File: src/rtl/spi_frame_ctrl.sv
// SPI slave frame decoder: R/W bit, 7-bit address and 8-bit data, MSB first,
// producing register-bank write/read strobes and serial readback on poci.
//
// state    | meaning
// WAIT_CSB | after reset, ignore bits until csb is seen high
// IDLE     | between frames, next csb-low edge is edge 0 (R/W bit)
// ADDR     | shifting address bits (edges 1..ADDR_W)
// DATA     | shifting write data or driving readback (remaining edges)
// DONE     | frame complete, trailing bits ignored until csb rises
module spi_frame_ctrl #(
  parameter int ADDR_W = 7,
  parameter int DATA_W = 8
) (
  input  logic              spi_clk,
  input  logic              rstn,
  input  logic              csb,
  input  logic              pico,
  input  logic [DATA_W-1:0] rdata,
  output logic [ADDR_W-1:0] addr,
  output logic [DATA_W-1:0] wdata,
  output logic              is_write,
  output logic              wr_strobe,
  output logic              rd_strobe,
  output logic              poci,
  output logic              busy,
  output logic              frame_err
);

  localparam int CNT_W = $clog2(ADDR_W + DATA_W + 1);
  localparam logic [CNT_W-1:0] ADDR_LAST  = CNT_W'(ADDR_W);
  localparam logic [CNT_W-1:0] DATA_FIRST = CNT_W'(ADDR_W + 1);
  localparam logic [CNT_W-1:0] DATA_LAST  = CNT_W'(ADDR_W + DATA_W);
  localparam logic [CNT_W-1:0] CNT_MAX    = {CNT_W{1'b1}};

  localparam logic [2:0] S_WAIT_CSB = 3'd0;
  localparam logic [2:0] S_IDLE     = 3'd1;
  localparam logic [2:0] S_ADDR     = 3'd2;
  localparam logic [2:0] S_DATA     = 3'd3;
  localparam logic [2:0] S_DONE     = 3'd4;

  logic [2:0]        state;
  logic [CNT_W-1:0]  bit_cnt;
  logic [ADDR_W-2:0] addr_sh;
  logic [DATA_W-2:0] data_sh;
  logic [DATA_W-2:0] shadow;

  assign busy = (state == S_ADDR) || (state == S_DATA) || (state == S_DONE);

  always_ff @(posedge spi_clk) begin
    if (!rstn) begin
      state     <= S_WAIT_CSB;
      bit_cnt   <= '0;
      addr_sh   <= '0;
      data_sh   <= '0;
      shadow    <= '0;
      addr      <= '0;
      wdata     <= '0;
      is_write  <= 1'b0;
      wr_strobe <= 1'b0;
      rd_strobe <= 1'b0;
      poci      <= 1'b0;
      frame_err <= 1'b0;
    end else begin
      wr_strobe <= 1'b0;
      rd_strobe <= 1'b0;
      case (state)
        S_WAIT_CSB: begin
          if (csb) state <= S_IDLE;
        end
        S_IDLE: begin
          if (!csb) begin
            state     <= S_ADDR;
            is_write  <= pico;
            frame_err <= 1'b0;
            bit_cnt   <= CNT_W'(1);
          end
        end
        S_ADDR: begin
          if (csb) begin
            state     <= S_IDLE;
            frame_err <= 1'b1;
            poci      <= 1'b0;
          end else begin
            if (bit_cnt == ADDR_LAST) begin
              addr      <= {addr_sh, pico};
              rd_strobe <= !is_write;
              state     <= S_DATA;
            end else begin
              addr_sh <= {addr_sh[ADDR_W-3:0], pico};
            end
            bit_cnt <= bit_cnt + CNT_W'(1);
          end
        end
        S_DATA: begin
          if (csb) begin
            state     <= S_IDLE;
            frame_err <= 1'b1;
            poci      <= 1'b0;
          end else begin
            if (is_write) begin
              if (bit_cnt == DATA_LAST) begin
                wdata     <= {data_sh, pico};
                wr_strobe <= 1'b1;
              end else begin
                data_sh <= {data_sh[DATA_W-3:0], pico};
              end
            end else if (bit_cnt == DATA_FIRST) begin
              // rdata is valid here because addr was loaded on the previous edge
              poci   <= rdata[DATA_W-1];
              shadow <= rdata[DATA_W-2:0];
            end else begin
              poci   <= shadow[DATA_W-2];
              shadow <= {shadow[DATA_W-3:0], 1'b0};
            end
            if (bit_cnt == DATA_LAST) state <= S_DONE;
            if (bit_cnt != CNT_MAX) bit_cnt <= bit_cnt + CNT_W'(1);
          end
        end
        S_DONE: begin
          poci <= 1'b0;
          if (bit_cnt != CNT_MAX) bit_cnt <= bit_cnt + CNT_W'(1);
          if (csb) state <= S_IDLE;
        end
        default: state <= S_WAIT_CSB;
      endcase
    end
  end

endmodule

File: config.mk
export PLATFORM = sky130hd
export DESIGN_NAME = spi_frame_ctrl
export DESIGN_NICKNAME = d
export VERILOG_FILES = /design/src/rtl/spi_frame_ctrl.sv
export SDC_FILE = /design/constraint.sdc
export NUM_CORES = 1
export LEC_CHECK = 0
export BUFFER_PORTS_ARGS = -buffer_cell sky130_fd_sc_hd__buf_2
export CAP_MARGIN = 20
export CORE_MARGIN = 5
export CORE_UTILIZATION = 49
export DETAILED_ROUTE_END_ITERATION = 16
export PLACE_DENSITY = 0.72
export SLEW_MARGIN = 10
export SYNTH_ARGS = -nofsm -noshare
export SYNTH_HDL_FRONTEND = slang
export SYNTH_SLANG_ARGS = --single-unit
File: constraint.sdc
create_clock -name spi_clk -period 1.9 [get_ports spi_clk]
set_clock_uncertainty 0.2 [all_clocks]
set_input_delay 0.38 -clock spi_clk [delete_from_list [all_inputs] [get_ports spi_clk]]
set_output_delay 0.38 -clock spi_clk [all_outputs]
set_load 0.03 [all_outputs]
==> results.cfg <==
[status]
status = completed

[synth]
synth_edf_count = 0
syn-num-nets = 221
ys.flop_type = dfxtp_1
synth-seq-area-share = 0.491
yosysTopAreaCell = dfxtp_1
synthArstFlopShare = 0
synth_area_leaders = dfxtp_1 49%, mux2i_1 9.9%, o21ai_0 5.7%
synth_warnings = 0
synth_cell_types = 39
syn_area_mm2 = 0.00192
synthCells = 207
syn_area_per_cell_um2 = 9.26
synth_seq_cells = 47
synth_top_cell_area_share = 0.491

[drt]
drc_errors = 0
num_vias = 1562
drt_iter0_markers = 70
drtAntennaViolNets = 0
post_drt_wl_per_cell_um = 12.9
wl_um = 3840
vias_per_cell = 5.22
dr.pass1.iters = 4

[layout]
area_growth_pct = 22.4
antenna-diode-count = 0
multi_input_area_um2 = 923
nets = 264
regArea_um2 = 947
nFillCells = 333
layout-drive-gt1-share = 0.283

[pwr]
p_leak_nw = 1.06
power.density_mw_per_mm2 = 727
ir_worst_vdd_v = 0.000528

[placement]
hpwl_um = 2700
io_buffers = 32
gp_congestion = 0.831
place_ws_ns = 0.0412

[floorplanning]
die_h_um = 72.5
rows = 22
dieArea_mm2 = 0.00526
coreArea_mm2 = 0.00372
initial_core_util = 0.516
io_pins = 33
die_w_um = 72.5

[critical_path]
startpoint_type = flip-flop
crit_fanout = 4
endpoint_kind = primary output
required_ns = 1.32
cp.arrival_ns = 1.31
critPathKind = flip-flop to primary output

[sta]
fmax_ghz = 0.528
rsz0062_at_grt = true
finalWorstSetupSlack_ns = 0.00780
timing.final.crit_share = 0.996
fin_crit_ns = 1.89
worst_slew_pin_slew_ns = 0.373
slew_headroom = 0.748
hold_viol = 0
setup_viol = 0
maxSlewViolCount = 0
setup_tns_ns = 0

[grt]
grt_usage = 0.155
grt_pass1_wl_um = 6430
top_usage_layer = met2
grt_use_met1 = 0.191
grt_pass1_vias = 1438
grt-ovfl-total = 0
antenna_found_initial = 0
grt_max_degree = 28
met3_usage = 0.0526
met2_usage = 0.249

[worst_hold_path]
hp-class = primary input to flip-flop

[cts]
cts.clk_slew.worst_paths_ns = 0.08
ctsHoldBuffers = 0
clock_path_buffers = 2
root_buffer = clkbuf_8
cts_htree_levels = 2
cts.sinks = 47
cts_inserted_buffers = 5
clk_latency_ns = 0.29
cts_tree = done

[job]
max-cap-violations = 0
cell usage after synthesis, types with 2 or more instances:
cell type,n
dfxtp_1,47
nor2_1,24
o21ai_0,22
mux2i_1,19
nand3_1,19
nand2_1,11
clkbuf_1,8
a21oi_1,6
a211oi_1,5
inv_1,4
nor2b_1,3
a211oi_2,2
a32oi_1,2
and2_1,2
buf_2,2
ha_1,2
nand2b_1,2
nand4_1,2
nor3_1,2
o2111ai_1,2
o31ai_1,2
or2_2,2
final timing paths:
kind,start,to,slack (ns),cells after the start
worst max-delay path,state[0]$_SDFFE_PN0P_,busy,0.008,3
worst min-delay path,rdata[0],shadow[0]$_SDFFE_PN0P_,0.14,3
worst max register to register,bit_cnt[0]$_SDFFE_PN0P_,bit_cnt[1]$_SDFFE_PN0P_,0.13,6
worst min register to register,data_sh[6]$_SDFFE_PN0P_,wdata[7]$_SDFFE_PN0P_,0.27,2
cell usage in the layout (no fill, tap or decap), types with 3 or more instances in the layout:
master | synthesis | layout
dfxtp_1 | 47 | 44
buf_2 | 2 | 31
nor2_1 | 24 | 24
o21ai_0 | 22 | 22
mux2i_1 | 19 | 19
nand3_1 | 19 | 19
buf_4 | 0 | 14
nand2_1 | 11 | 11
a21oi_1 | 6 | 6
a211oi_1 | 5 | 5
clkbuf_8 | 0 | 5
inv_1 | 4 | 4
nor2b_1 | 3 | 3
layer usage:
layer | wire length (um) | share of wire
met4 | 61 | 0.016
met3 | 220 | 0.057
met2 | 1880 | 0.49
met5 | 0 | 0
met1 | 1680 | 0.44
cell type report:
type | instances | area share
Sequential cell | 47 | 0.404
Multi-Input combinational cell | 143 | 0.394
Timing Repair Buffer | 48 | 0.133
Clock buffer | 6 | 0.0309
Tap cell | 48 | 0.0256
Inverter | 5 | 0.00800
Clock inverter | 2 | 0.00533
kinds of logic (layout without fill, tap and decap cells):
kind of cell / after synthesis / after routing / synth area share
simple gates: 75 / 75 / 0.201
flops: 47 / 47 / 0.491
compound gates: 44 / 44 / 0.142
mux: 20 / 20 / 0.105
buf+inv: 17 / 61 / 0.0392
fa+ha+maj: 2 / 2 / 0.0131
xor+xnor: 2 / 2 / 0.00914
registers in the layout (all words and copies together), names as in the netlist:
register   count
wdata          8
addr           7
data_sh        7
shadow         7
addr_sh        6
bit_cnt        4
state          3
frame_err      1
is_write       1
poci           1
rd_strobe      1
wr_strobe      1
power by group:
group	total [W]	internal [W]	leakage, nW	switching [W]
clock	0.000573	0.000257	0.0412	0.000316
combinational	0.000127	0.0000562	0.639	0.0000710
sequential	0.00101	0.000994	0.381	0.0000112
critical path: stages, from the launching register on:
cell and delay (ns):
dfxtp_4 0.36, or3b_4 0.43, o21ai_4 0.08, buf_6 0.15
through the flow:
stage	cell area [um2]	hold WS, ns	instances	util	total power (W)
6_report	2350	0.145	299	0.631	0.00171
5_1_grt	2350	0.137	299	0.631	0.00179
4_1_cts	2320	0.134	297	0.624	0.00172
3_5_place_dp	2210	0.258	288	0.594	0.00115
3_3_place_gp	2210	0.250	288	0.594	0.00114
2_1_floorplan	1920	0.236	207	-	0.00110
timing repair:
item	4_1_cts	5_1_grt
resized for setup	6	5
pin swaps	1	1
setup buffers	1	2
setup endpoints to repair	1	5
(Power assumes the default switching activity.)
